**config.mk**
```make
export PLATFORM = sky130hd
export DESIGN_NAME = scanline_ctrl_flat
export DESIGN_NICKNAME = d
export VERILOG_FILES = /design/src/rtl/scanline_ctrl_if.sv /design/src/rtl/scanline_ctrl.sv /design/src/flat_wrapper.sv
export SDC_FILE = /design/constraint.sdc
export NUM_CORES = 1
export LEC_CHECK = 0
export ABC_AREA = 1
export BUFFER_PORTS_ARGS = -buffer_cell sky130_fd_sc_hd__buf_4
export CAP_MARGIN = 20
export CORE_MARGIN = 2
export CORE_UTILIZATION = 50
export DETAILED_ROUTE_END_ITERATION = 8
export PLACE_DENSITY = 0.81
export SYNTH_ARGS = -nofsm -noshare
export SYNTH_HDL_FRONTEND = slang
export SYNTH_SLANG_ARGS = --single-unit
```
**constraint.sdc**
```tcl
create_clock -name VCLK_i -period 2.05 [get_ports VCLK_i]
set_clock_uncertainty 0.05 [all_clocks]
set_input_delay 0.41 -clock VCLK_i [delete_from_list [all_inputs] [get_ports VCLK_i]]
set_output_delay 0.41 -clock VCLK_i [all_outputs]
set_load 0.02 [all_outputs]
```
**src/rtl/scanline_ctrl_if.sv**
```systemverilog
// Scanline controller bus: frame timing inputs, cfg requests, and datapath controls.
interface scanline_ctrl_if;
  logic       VSYNC_i;
  logic       DE_i;
  logic       FIELD_i;
  logic       cfg_sl_en_i;
  logic       cfg_sl_thickness_i;
  logic [1:0] cfg_sl_profile_i;
  logic [7:0] cfg_sl_strength_i;
  logic [4:0] cfg_sl_bloom_i;
  logic [11:0] cfg_vstep_i;
  logic [7:0] cfg_vphase_i;
  logic       sl_en_o;
  logic       sl_thickness_o;
  logic [1:0] sl_profile_o;
  logic [7:0] sl_strength_o;
  logic [4:0] sl_bloom_o;
  logic [7:0] sl_rel_pos_o;
  logic       frame_locked_o;

  modport master (
    output VSYNC_i, DE_i, FIELD_i, cfg_sl_en_i, cfg_sl_thickness_i, cfg_sl_profile_i,
           cfg_sl_strength_i, cfg_sl_bloom_i, cfg_vstep_i, cfg_vphase_i,
    input  sl_en_o, sl_thickness_o, sl_profile_o, sl_strength_o, sl_bloom_o,
           sl_rel_pos_o, frame_locked_o
  );
  modport slave (
    input  VSYNC_i, DE_i, FIELD_i, cfg_sl_en_i, cfg_sl_thickness_i, cfg_sl_profile_i,
           cfg_sl_strength_i, cfg_sl_bloom_i, cfg_vstep_i, cfg_vphase_i,
    output sl_en_o, sl_thickness_o, sl_profile_o, sl_strength_o, sl_bloom_o,
           sl_rel_pos_o, frame_locked_o
  );
endinterface

```
**src/rtl/scanline_ctrl.sv**
```systemverilog
// Scanline controller: frame-synchronous cfg shadowing and vertical phase accumulation.
// Optional SCANLINE_CTRL_FIELD_OFFSET_EN adds a half-line phase offset for odd fields.
module scanline_ctrl #(
  parameter int ACC_W = 16
) (
  input logic VCLK_i,
  input logic VRST_i,
  scanline_ctrl_if.slave sif
);
  typedef enum logic [1:0] {WAIT_VS, VBLANK, ACTIVE} state_t;

  state_t     state, state_nxt;
  logic       vsync_q, de_q;
  logic       vs_rise, de_fall;
  logic       framed, step;
  logic [ACC_W-1:0] acc, reload;

  logic       sh_en, sh_thick;
  logic [1:0] sh_prof;
  logic [7:0] sh_str;
  logic [4:0] sh_bloom;
  logic [11:0] sh_vstep;

  logic       en_q, thick_q, locked_q;
  logic [1:0] prof_q;
  logic [7:0] str_q;
  logic [4:0] bloom_q;

  assign vs_rise = sif.VSYNC_i & ~vsync_q;
  assign de_fall = ~sif.DE_i & de_q;

`ifdef SCANLINE_CTRL_FIELD_OFFSET_EN
  assign reload = ACC_W'(sif.cfg_vphase_i) + ACC_W'(sif.FIELD_i ? 8'h80 : 8'h00);
`else
  logic unused_field;
  assign unused_field = sif.FIELD_i;
  assign reload = ACC_W'(sif.cfg_vphase_i);
`endif

  always_ff @(posedge VCLK_i or posedge VRST_i) begin
    if (VRST_i) state <= WAIT_VS;
    else        state <= state_nxt;
  end

  always_comb begin
    state_nxt = state;
    case (state)
      WAIT_VS: if (vs_rise) state_nxt = VBLANK;
      VBLANK:  if (!vs_rise && sif.DE_i) state_nxt = ACTIVE;
      ACTIVE:  if (vs_rise) state_nxt = VBLANK;
      default: state_nxt = WAIT_VS;
    endcase
  end

  // A frame start on the same edge as a line end reloads and suppresses the step.
  always_comb begin
    framed = (state != WAIT_VS);
    step   = de_fall & ~vs_rise & (state == ACTIVE);
  end

  always_ff @(posedge VCLK_i or posedge VRST_i) begin
    if (VRST_i) begin
      vsync_q  <= 1'b0;
      de_q     <= 1'b0;
      acc      <= '0;
      sh_en    <= 1'b0;
      sh_thick <= 1'b0;
      sh_prof  <= '0;
      sh_str   <= '0;
      sh_bloom <= '0;
      sh_vstep <= '0;
      locked_q <= 1'b0;
      en_q     <= 1'b0;
      thick_q  <= 1'b0;
      prof_q   <= '0;
      str_q    <= '0;
      bloom_q  <= '0;
    end else begin
      vsync_q <= sif.VSYNC_i;
      de_q    <= sif.DE_i;
      if (vs_rise) begin
        sh_en    <= sif.cfg_sl_en_i;
        sh_thick <= sif.cfg_sl_thickness_i;
        sh_prof  <= sif.cfg_sl_profile_i;
        sh_str   <= sif.cfg_sl_strength_i;
        sh_bloom <= sif.cfg_sl_bloom_i;
        sh_vstep <= sif.cfg_vstep_i;
        acc      <= reload;
        locked_q <= 1'b1;
      end else if (step) begin
        acc <= acc + ACC_W'(sh_vstep);
      end
      en_q    <= sh_en & framed & (sh_vstep != 12'h000);
      thick_q <= sh_thick;
      prof_q  <= sh_prof;
      str_q   <= sh_str;
      bloom_q <= sh_bloom;
    end
  end

  assign sif.sl_en_o        = en_q;
  assign sif.sl_thickness_o = thick_q;
  assign sif.sl_profile_o   = prof_q;
  assign sif.sl_strength_o  = str_q;
  assign sif.sl_bloom_o     = bloom_q;
  assign sif.sl_rel_pos_o   = acc[7:0];
  assign sif.frame_locked_o = locked_q;
endmodule

```
**src/flat_wrapper.sv**
```systemverilog
// flat-port wrapper written by rule: the top's interface ports become plain ports
module scanline_ctrl_flat 
#(
  parameter int ACC_W = 16
)
  (VCLK_i, VRST_i, sif_VSYNC_i, sif_DE_i, sif_FIELD_i, sif_cfg_sl_en_i, sif_cfg_sl_thickness_i, sif_cfg_sl_profile_i, sif_cfg_sl_strength_i, sif_cfg_sl_bloom_i, sif_cfg_vstep_i, sif_cfg_vphase_i, sif_sl_en_o, sif_sl_thickness_o, sif_sl_profile_o, sif_sl_strength_o, sif_sl_bloom_o, sif_sl_rel_pos_o, sif_frame_locked_o);
  scanline_ctrl_if sif_i ();
  input logic VCLK_i;
  input logic VRST_i;
  input wire logic [$bits(sif_i.VSYNC_i)-1:0] sif_VSYNC_i;
  input wire logic [$bits(sif_i.DE_i)-1:0] sif_DE_i;
  input wire logic [$bits(sif_i.FIELD_i)-1:0] sif_FIELD_i;
  input wire logic [$bits(sif_i.cfg_sl_en_i)-1:0] sif_cfg_sl_en_i;
  input wire logic [$bits(sif_i.cfg_sl_thickness_i)-1:0] sif_cfg_sl_thickness_i;
  input wire logic [$bits(sif_i.cfg_sl_profile_i)-1:0] sif_cfg_sl_profile_i;
  input wire logic [$bits(sif_i.cfg_sl_strength_i)-1:0] sif_cfg_sl_strength_i;
  input wire logic [$bits(sif_i.cfg_sl_bloom_i)-1:0] sif_cfg_sl_bloom_i;
  input wire logic [$bits(sif_i.cfg_vstep_i)-1:0] sif_cfg_vstep_i;
  input wire logic [$bits(sif_i.cfg_vphase_i)-1:0] sif_cfg_vphase_i;
  output wire logic [$bits(sif_i.sl_en_o)-1:0] sif_sl_en_o;
  output wire logic [$bits(sif_i.sl_thickness_o)-1:0] sif_sl_thickness_o;
  output wire logic [$bits(sif_i.sl_profile_o)-1:0] sif_sl_profile_o;
  output wire logic [$bits(sif_i.sl_strength_o)-1:0] sif_sl_strength_o;
  output wire logic [$bits(sif_i.sl_bloom_o)-1:0] sif_sl_bloom_o;
  output wire logic [$bits(sif_i.sl_rel_pos_o)-1:0] sif_sl_rel_pos_o;
  output wire logic [$bits(sif_i.frame_locked_o)-1:0] sif_frame_locked_o;
  assign sif_i.VSYNC_i = sif_VSYNC_i;
  assign sif_i.DE_i = sif_DE_i;
  assign sif_i.FIELD_i = sif_FIELD_i;
  assign sif_i.cfg_sl_en_i = sif_cfg_sl_en_i;
  assign sif_i.cfg_sl_thickness_i = sif_cfg_sl_thickness_i;
  assign sif_i.cfg_sl_profile_i = sif_cfg_sl_profile_i;
  assign sif_i.cfg_sl_strength_i = sif_cfg_sl_strength_i;
  assign sif_i.cfg_sl_bloom_i = sif_cfg_sl_bloom_i;
  assign sif_i.cfg_vstep_i = sif_cfg_vstep_i;
  assign sif_i.cfg_vphase_i = sif_cfg_vphase_i;
  assign sif_sl_en_o = sif_i.sl_en_o;
  assign sif_sl_thickness_o = sif_i.sl_thickness_o;
  assign sif_sl_profile_o = sif_i.sl_profile_o;
  assign sif_sl_strength_o = sif_i.sl_strength_o;
  assign sif_sl_bloom_o = sif_i.sl_bloom_o;
  assign sif_sl_rel_pos_o = sif_i.sl_rel_pos_o;
  assign sif_frame_locked_o = sif_i.frame_locked_o;
  scanline_ctrl #(.ACC_W(ACC_W)) u_core (.VCLK_i(VCLK_i), .VRST_i(VRST_i), .sif(sif_i));
endmodule
```
# After elaboration in Yosys (flattened, before gate mapping)
# Cells that the tools add are included.
dict set report totals {
  ff_bits 67
  latchBits 0
  ramBits 0
  mem_bits_ro 0
  input_bits 42
  output_inout_bits 26
  elab_cells 43
  mem_count 0
}
dict set report classes {
  addsub 1
  n_mul 0
  div_mod_pow 0
  n_lt_le_gt_ge 0
  eq_ne 4
  shift 0
  muxes 5
  bitwise 9
  reduce_logical 8
}
# operator count
set ops {}
lappend ops {{16-bit 2-to-1 mux} 2}
lappend ops {{16-bit by 12-bit adder with 16-bit output} 1}
lappend ops {{12-bit nonzero test} 1}
lappend ops {{1-bit bitwise AND} 6}
lappend ops {{2-bit 2-to-1 mux} 2}
lappend ops {{2-bit by 1-bit != test with 1-bit output, second input constant} 2}
lappend ops {{2-bit one-hot mux with 2 select lines} 1}
lappend ops {{2-bit nonzero test} 2}
lappend ops {{1-bit inverter} 3}
lappend ops {{2-bit by 1-bit == test with 1-bit output, second input constant} 1}
lappend ops {{2-bit == test, second input constant} 1}
lappend ops {{2-bit logical NOT} 1}
lappend ops {{2-bit AND reduction} 1}
lappend ops {{2-bit OR reduction} 1}
lappend ops {{1-bit logical AND} 1}
lappend ops {{1-bit logical NOT} 1}

# Depth between registers and ports, before layout
# Gate-level depths: netlist (run 1).
dict set report logic_depth {
  word_depth 7
  ltp_mapped 12
  mapped_depth_nobuf 12
}

# Worst setup path before layout (run 1)
# Ideal clock, no wire load.
dict set report synth_timing {
  kind {register to register}
  from {register u_core.acc[0]}
  to {register u_core.acc[4]}
  setup_time_ns 0.116
  arrival_ns 1.576
  required_time_ns 1.884
  path_slack_ns 0.307
  path_stages_with_launch 12
  n_path_buf 0
  period_less_slack_ns 1.743
  path_cell_list {dfrtp_1 ha_1 inv_1 fa_1 inv_1 nand2_1 nand2_1 and2_4 or2_0 nand3_1 nand2_1 nand2_1}
}
dict set report synth_between {
  elab_chain_cells 3
}
# item line
set synth_rtl {}
lappend synth_rtl {{start, declared} scanline_ctrl.sv:16} ;# logic [ACC_W-1:0] acc, reload;
lappend synth_rtl {{start signal, assigned} scanline_ctrl.sv:88} ;# acc <= reload;
lappend synth_rtl {{start signal, assigned} scanline_ctrl.sv:91} ;# acc <= acc + ACC_W'(sh_vstep);
lappend synth_rtl {{16-bit by 12-bit adder with 16-bit output} scanline_ctrl.sv:91}
lappend synth_rtl {{16-bit 2-to-1 mux} scanline_ctrl.sv:90} ;# end else if (step) begin
lappend synth_rtl {{16-bit 2-to-1 mux} scanline_ctrl.sv:81} ;# if (vs_rise) begin
# No other way between the ends. The select of a mux whose other input is x is not followed.
# A chain may end at the register's enable or synchronous reset.

# Worst setup path after layout (run 1)
# Ends and elaborated chain as after synthesis.

==> impl_metrics.tcl, run 1 <==
set metrics [dict create \
    initial_core_util_pct 51.89 \
    io_pins 68 \
    ant_nets 0 \
    synth_cell_type_count 28 \
    crit_type "flip-flop to flip-flop" \
    power_switching_mw 1.186 \
    final_common_cell "nand2_1" \
    rows 25 \
    clock.fmax_ghz 0.5710 \
    diodes 0 \
    drcViolationCount 0 \
    p_int_mw 2.442 \
    rsz0062_at_grt "no" \
    seq_power_share_pct 41.2 \
    syn_nets 323 \
    cap_violations 0 \
    cts_root_buffer "clkbuf_8" \
    crit_fanout 3 \
    cellPowerDensity_mw_per_mm2 1124 \
    grt_pass1_wl_um 8010 \
    timing.rr.end "u_core.acc[4]" \
    drt-pass1-iter-count 4 \
    worstPathCellList "ha_1 > inv_1 > fa_1 > inv_1 > nand2_1 > nand2_1 > and2_4 > or2_0 > nand3_1 > nand2_1 > nand2_1" \
    synth-xor-area-share_pct 0.7099 \
    yosysWarningCount 0 \
    dp_hpwl_um 3276 \
    endpoint "u_core.acc[4]" \
    synth_top_family_by_area "simple AND/OR/NAND/NOR gates" \
    preCtsSetupSlack_ns 0.2976 \
    worstPathRequired_ns 2.21 \
    finalWorstSetupSlack_ns 0.2987 \
    cp_common_cell "nand2_1" \
    hold_violations 0 \
    wl_per_cell_um 11.37 \
    finalSetupViolations 0 \
    layout_min_cycle_time_ns 1.751 \
    clkTransAtPathRegs_ns 0.06 \
    cp_slowest_stage_delay_ns 0.38 \
    numClockSinks 59 \
    die-area_mm2 0.005512 \
    synth-simple-area-share_pct 26.93 \
    synthMuxAreaShare_pct 0 \
    synth_fa_ha_area_share_pct 4.361 \
    numCtsBuffers 9 \
    initialDrtViolationCount 118 \
    reg2reg_from "u_core.acc[0]" \
    worstMarginPinSlew_ns 0.3526 \
    cts_tree "done" \
    synth_area_mm2 0.002467 \
    htreeDepth 3 \
    post_cts_buffers 0 \
    ctsResizeCount 0 \
    crit_path_end_kind "flip-flop" \
    grt_pass1_vias 1846 \
    cp.arrival_ns 1.91 \
    syn_inst 273 \
    rrSetupSlack_ns 0.30 \
    synth_area_per_cell_um2 9.038 \
    ff2ff_path_depth 11 \
    fin_nets 395 \
    finalCritPeriodShare_pct 85.43 \
    p_leak_nw 1.777 \
    io_buffers 66 \
    power_frac_clock_pct 27.8 \
    grt_use_total_pct 19.27 \
    clock_path_buffers 2 \
    relSlewSlack_pct 76.28 \
    antenna_found_initial 0 \
    die_y_um 74.25 \
    status "finished clean" \
    min_path_type "input port to asynchronous set/reset pin" \
    p_sw_share_pct 32.69 \
    grt_max_degree 60 \
    postCtsHoldBufs 0 \
    synth_compound_area_share_pct 2.840 \
    mostFrequentLayoutCells "nand2_1, buf_4, dfrtp_1, inv_1, nor2_1" \
    setup_tns_ns 0 \
    worstSkewPairLatency_ns 0.32 \
    core-area_mm2 0.004755 \
    die_x_um 74.25 \
    vias 1934 \
    slew_violations 0 \
    area_growth_pct 30.78 \
    yosysSeqAreaShare_pct 59.84 \
    wirelength_um 4740 \
    cpMaxStageDelayCell "dfrtp_1" \
    peakVddDrop_mv 0.6412 \
    critPathLaunch "u_core.acc[0]" \
    drt-vias-per-instance 4.638 \
    layout-drive-gt1-share_pct 26.00 \
    gr-total-overflow 0 \
    cp-start-kind "flip-flop" \
    ys_ff_latch 59 \
    power_mw 3.628 \
    place_congestion 0.7736 \
    pwr-share-comb_pct 31.0 \
]
## cells in the mapped netlist
| cell | n | area share, % |
|---|---|---|
| nand2_1 | 121 | 18 |
| dfrtp_1 | 59 | 60 |
| inv_1 | 20 | 3.0 |
| nor2_1 | 17 | 2.6 |
| nand3_1 | 10 | 2.0 |
| ha_1 | 7 | 3.5 |
| a21oi_1 | 6 | 1.2 |
| buf_2 | 4 | 0.81 |
| nor4_1 | 3 | 0.76 |
| a31oi_1 | 2 | 0.51 |
| clkbuf_1 | 2 | 0.30 |
| nand3b_1 | 2 | 0.61 |
| o21ai_0 | 2 | 0.41 |
| o21ai_1 | 2 | 0.41 |
| or2_1 | 2 | 0.51 |
| or2_2 | 2 | 0.51 |
| and2_4 | 1 | 0.36 |
| clkbuf_8 | 1 | 0.56 |
| fa_1 | 1 | 0.81 |
| inv_4 | 1 | 0.25 |
| inv_6 | 1 | 0.36 |
| nand2_2 | 1 | 0.25 |
| nor2_4 | 1 | 0.46 |
| nor3_1 | 1 | 0.20 |
| o211ai_1 | 1 | 0.30 |
| or2_0 | 1 | 0.25 |
| xnor2_1 | 1 | 0.36 |
| xor2_1 | 1 | 0.36 |
## final cells by class
class                      count  area, µm²
clock buffer                  11      141.4
clock inverter                 5      52.55
fill                         402       1528
inverter                      22      90.09
multi-input combinational    185      859.6
sequential                    59       1476
tap                           67      83.83
timing repair buffer          68      523.0
## power groups by stage
stage               Sequential, mW  Clock, mW  Combinational, mW
floorplan                     1.63          0              0.612
global placement              1.50          0               1.09
CTS                           1.49       1.05               1.14
global route                  1.52       1.09               1.27
detailed placement            1.51          0               1.13
finish                        1.49       1.01               1.12
## critical path, delay by kind of cell, from the launching register on
kind          cells  cell delay (ns)
simple gates      7             0.57
fa+ha+maj         2             0.53
flops             1             0.38
buf+inv           2             0.12
## worst min path at each step
stage	startpoint	to	slack (ns)	cells after the start
finish	VRST_i	u_core.sif.sl_strength_o[7]	0.1	3
global route	VRST_i	u_core.sh_str[7]	0.1	3
CTS	VRST_i	u_core.sh_str[7]	0.1	3
detailed placement	u_core.sh_str[7]	u_core.sif.sl_strength_o[7]	0.31	0
global placement	u_core.sh_bloom[3]	u_core.sif.sl_bloom_o[3]	0.31	0
floorplan	u_core.sh_bloom[0]	u_core.sif.sl_bloom_o[0]	0.30	0
## sequential cells by signal (all words and copies together), names as in the netlist
name                       flops
u_core.vsync_q                 1
u_core.sif.sl_en_o             1
u_core.sh_prof                 2
u_core.sif.sl_strength_o       8
u_core.sh_vstep               12
u_core.sif.sl_profile_o        2
u_core.sh_thick                1
u_core.de_q                    1
u_core.sh_bloom                5
u_core.sh_str                  8
u_core.state                   2
u_core.sh_en                   1
u_core.sif.sl_thickness_o      1
u_core.sif.sl_bloom_o          5
u_core.acc                     8
u_core.sif.frame_locked_o      1
## per-layer routing
layer  share of wire [%]  track usage, %  vias up
li1                    -               -      986
met1                  43           24.24      896
met2                  50           31.45       48
met3                 6.1           7.453        4
met4                0.93           5.357        0
met5                   0               0        -
## cells by family after synthesis
| logic type | after synthesis |
|---|---|
| DFF | 59 |
| xor gates and xnor gates | 2 |
| AOI/OAI and AO/OA | 13 |
| adders and majority gates | 8 |
| buffers and inverters | 29 |
| and+or+nand+nor | 162 |
## per-stage QoR
stage               cells  hold WS, ns  area, µm²  utilization, %
floorplan             273       0.3040       2467               -
global placement      401       0.3088       3033           63.79
detailed placement    401       0.3107       3033           63.79
CTS                   417      0.09679       3227           67.87
global route          417      0.09571       3227           67.87
finish                417      0.09891       3227           67.87
(Power assumes the default switching activity.)
==> run 2: changes to the inputs <==
--- a/config.mk
+++ b/config.mk
@@ -8,7 +8,7 @@
 export ABC_AREA = 1
 export BUFFER_PORTS_ARGS = -buffer_cell sky130_fd_sc_hd__buf_4
 export CAP_MARGIN = 20
-export CORE_MARGIN = 2
+export CORE_MARGIN = 4
 export CORE_UTILIZATION = 50
 export DETAILED_ROUTE_END_ITERATION = 8
 export PLACE_DENSITY = 0.81
==> run 2 against run 1 <==
Via count grew 0.93%. Sequential power hardly changed. Hold slack worse by 0.0021 ns. Die area grew 11%. First-iteration DRC count down 6.8%. Count of clock-buffer cells in the layout down 1. Critical path type unchanged. Critical endpoint unchanged.
==> impl_metrics.tcl, run 2 (synthesis results as in run 1) <==
set metrics [dict create \
    cp.arrival_ns 1.98 \
    cellPowerDensity_mw_per_mm2 1095 \
    final_common_cell "nand2_1" \
    setup_tns_ns 0 \
    relSlewSlack_pct 60.28 \
    io_pins 68 \
    clock_path_buffers 2 \
    grt_max_degree 44 \
    worstPathCellList "ha_1 > inv_1 > fa_1 > inv_1 > nand2_1 > nand2_1 > and2_4 > or2_0 > nand3_1 > nand2_1 > nand2_1" \
    crit_type "flip-flop to flip-flop" \
    numCtsBuffers 9 \
    hold_violations 0 \
    placed_cells_incl_taps 401 \
    largest_register_ffs 12 \
    vias 1952 \
    grt_pass1_wl_um 8811 \
    wirelength_um 4963 \
    numClockSinks 59 \
    cp_slowest_stage_delay_ns 0.39 \
    status "finished clean" \
    peakVddDrop_mv 0.6352 \
    p_sw_share_pct 34.06 \
    wl_per_cell_um 11.93 \
    worstMarginPinSlew_ns 0.5950 \
    final_cells 416 \
    route.met3.wl_um 340 \
    die_x_um 78.25 \
    fin_area_mm2 0.003201 \
    grt_pass1_vias 2015 \
    crit_fanout 3 \
    die_y_um 78.25 \
    core-area_mm2 0.004755 \
    slew_violations 0 \
    rsz0062_at_grt "no" \
    crit_buf_inv 2 \
    path_delay_family "simple AND/OR/NAND/NOR gates" \
    initialDrtViolationCount 110 \
    cp-start-kind "flip-flop" \
    layout_min_cycle_time_ns 1.807 \
    diodes 0 \
    die-area_mm2 0.006122 \
    seq_power_share_pct 42.7 \
    clock.fmax_ghz 0.5533 \
    grt_use_total_pct 18.60 \
    worstSkewPairLatency_ns 0.33 \
    gr-total-overflow 0 \
    cp_common_cell "nand2_1" \
    drt-vias-per-instance 4.692 \
    rows 25 \
    drt-pass1-iter-count 4 \
    layout-drive-gt1-share_pct 26.07 \
    htreeDepth 3 \
    cts_tree "done" \
    ff2ff_path_depth 11 \
    fin_nets 395 \
    min_path_type "input port to asynchronous set/reset pin" \
    ant_nets 0 \
    p_int_mw 2.310 \
    reg2reg_from "u_core.acc[0]" \
    n_fill_cell 423 \
    pwr-share-comb_pct 31.9 \
    power_switching_mw 1.194 \
    finalSetupViolations 0 \
    worstPathRequired_ns 2.22 \
    power_frac_clock_pct 25.3 \
    top_layer "met4" \
    crit_path_end_kind "flip-flop" \
    clkTransAtPathRegs_ns 0.06 \
    place_congestion 0.7859 \
    p_leak_nw 1.762 \
    postCtsHoldBufs 0 \
    dp_hpwl_um 3518 \
    io_buffers 66 \
    cap_violations 0 \
    place_area_mm2 0.003033 \
    rrSetupSlack_ns 0.24 \
    wl_met1_um 2221 \
    cts_root_buffer "clkbuf_8" \
    largest-register "u_core.sh_vstep" \
    mostFrequentLayoutCells "nand2_1, buf_4, dfrtp_1, inv_1, nor2_1" \
    ctsResizeCount 0 \
    timing.rr.end "u_core.acc[4]" \
    finalCritPeriodShare_pct 88.16 \
    post_cts_buffers 0 \
    cpMaxStageDelayCell "dfrtp_1" \
    initial_core_util_pct 51.89 \
    antenna_found_initial 0 \
    routed-wl-met2_um 2332 \
    area_growth_pct 29.72 \
    drcViolationCount 0 \
]
==> run 2: cell count changes in the layout (fill, tap and decap cells not counted), sizes merged <==
cell	before	now
clkinvlp	1	2
clkbuf	11	10
bufinv	1	0
==> run 2: final cells by class <==
cell class,count,area [µm²],share of cell area (%)
clock buffers,10,137.6,4.300
well taps,67,83.83,2.619
repair buffers,68,523.0,16.34
inverters,22,90.09,2.815
multi-input cells,185,859.6,26.86
clock inverters,5,30.03,0.9382
flip-flops and latches,59,1476,46.13
==> run 2: worst max-delay path by stage <==
stage | from | endpoint | slack [ns] | cells after the start
after floorplan | VRST_i | u_core.acc[0] | 0.13 | 1
after global placement | u_core.sh_vstep[0] | u_core.acc[4] | 0.34 | 11
after detailed placement | u_core.acc[0] | u_core.acc[4] | 0.26 | 11
after CTS | u_core.acc[0] | u_core.acc[4] | 0.25 | 11
after global routing | u_core.acc[0] | u_core.acc[6] | 0.08 | 11
final | u_core.acc[0] | u_core.acc[4] | 0.24 | 11
==> run 2: power groups by stage <==
stage                     Combinational (mW)  Sequential [mW]  Clock (mW)
final                                   1.12             1.50       0.888
after global routing                    1.28             1.52       0.968
after CTS                               1.13             1.50       0.913
after detailed placement                1.12             1.52           0
after global placement                  1.09             1.50           0
after floorplan                        0.612             1.63           0
==> run 2: metal layers <==
metal	GRT usage (%)	vias up
met5	0	-
met4	8.392	0
met3	5.390	7
met2	29.88	54
met1	23.36	898
li1	-	993
==> run 2: per-stage QoR <==
stage | util, % | hold WS [ns] | total power [mW] | worst slack (ns)
2_1_floorplan | - | 0.3040 | 2.243 | 0.1337
3_3_place_gp | 63.79 | 0.3091 | 2.597 | 0.3388
3_5_place_dp | 63.79 | 0.3149 | 2.637 | 0.2648
4_1_cts | 67.32 | 0.1102 | 3.538 | 0.2533
5_1_grt | 67.32 | 0.1360 | 3.767 | 0.07612
6_report | 67.32 | 0.09685 | 3.504 | 0.2428
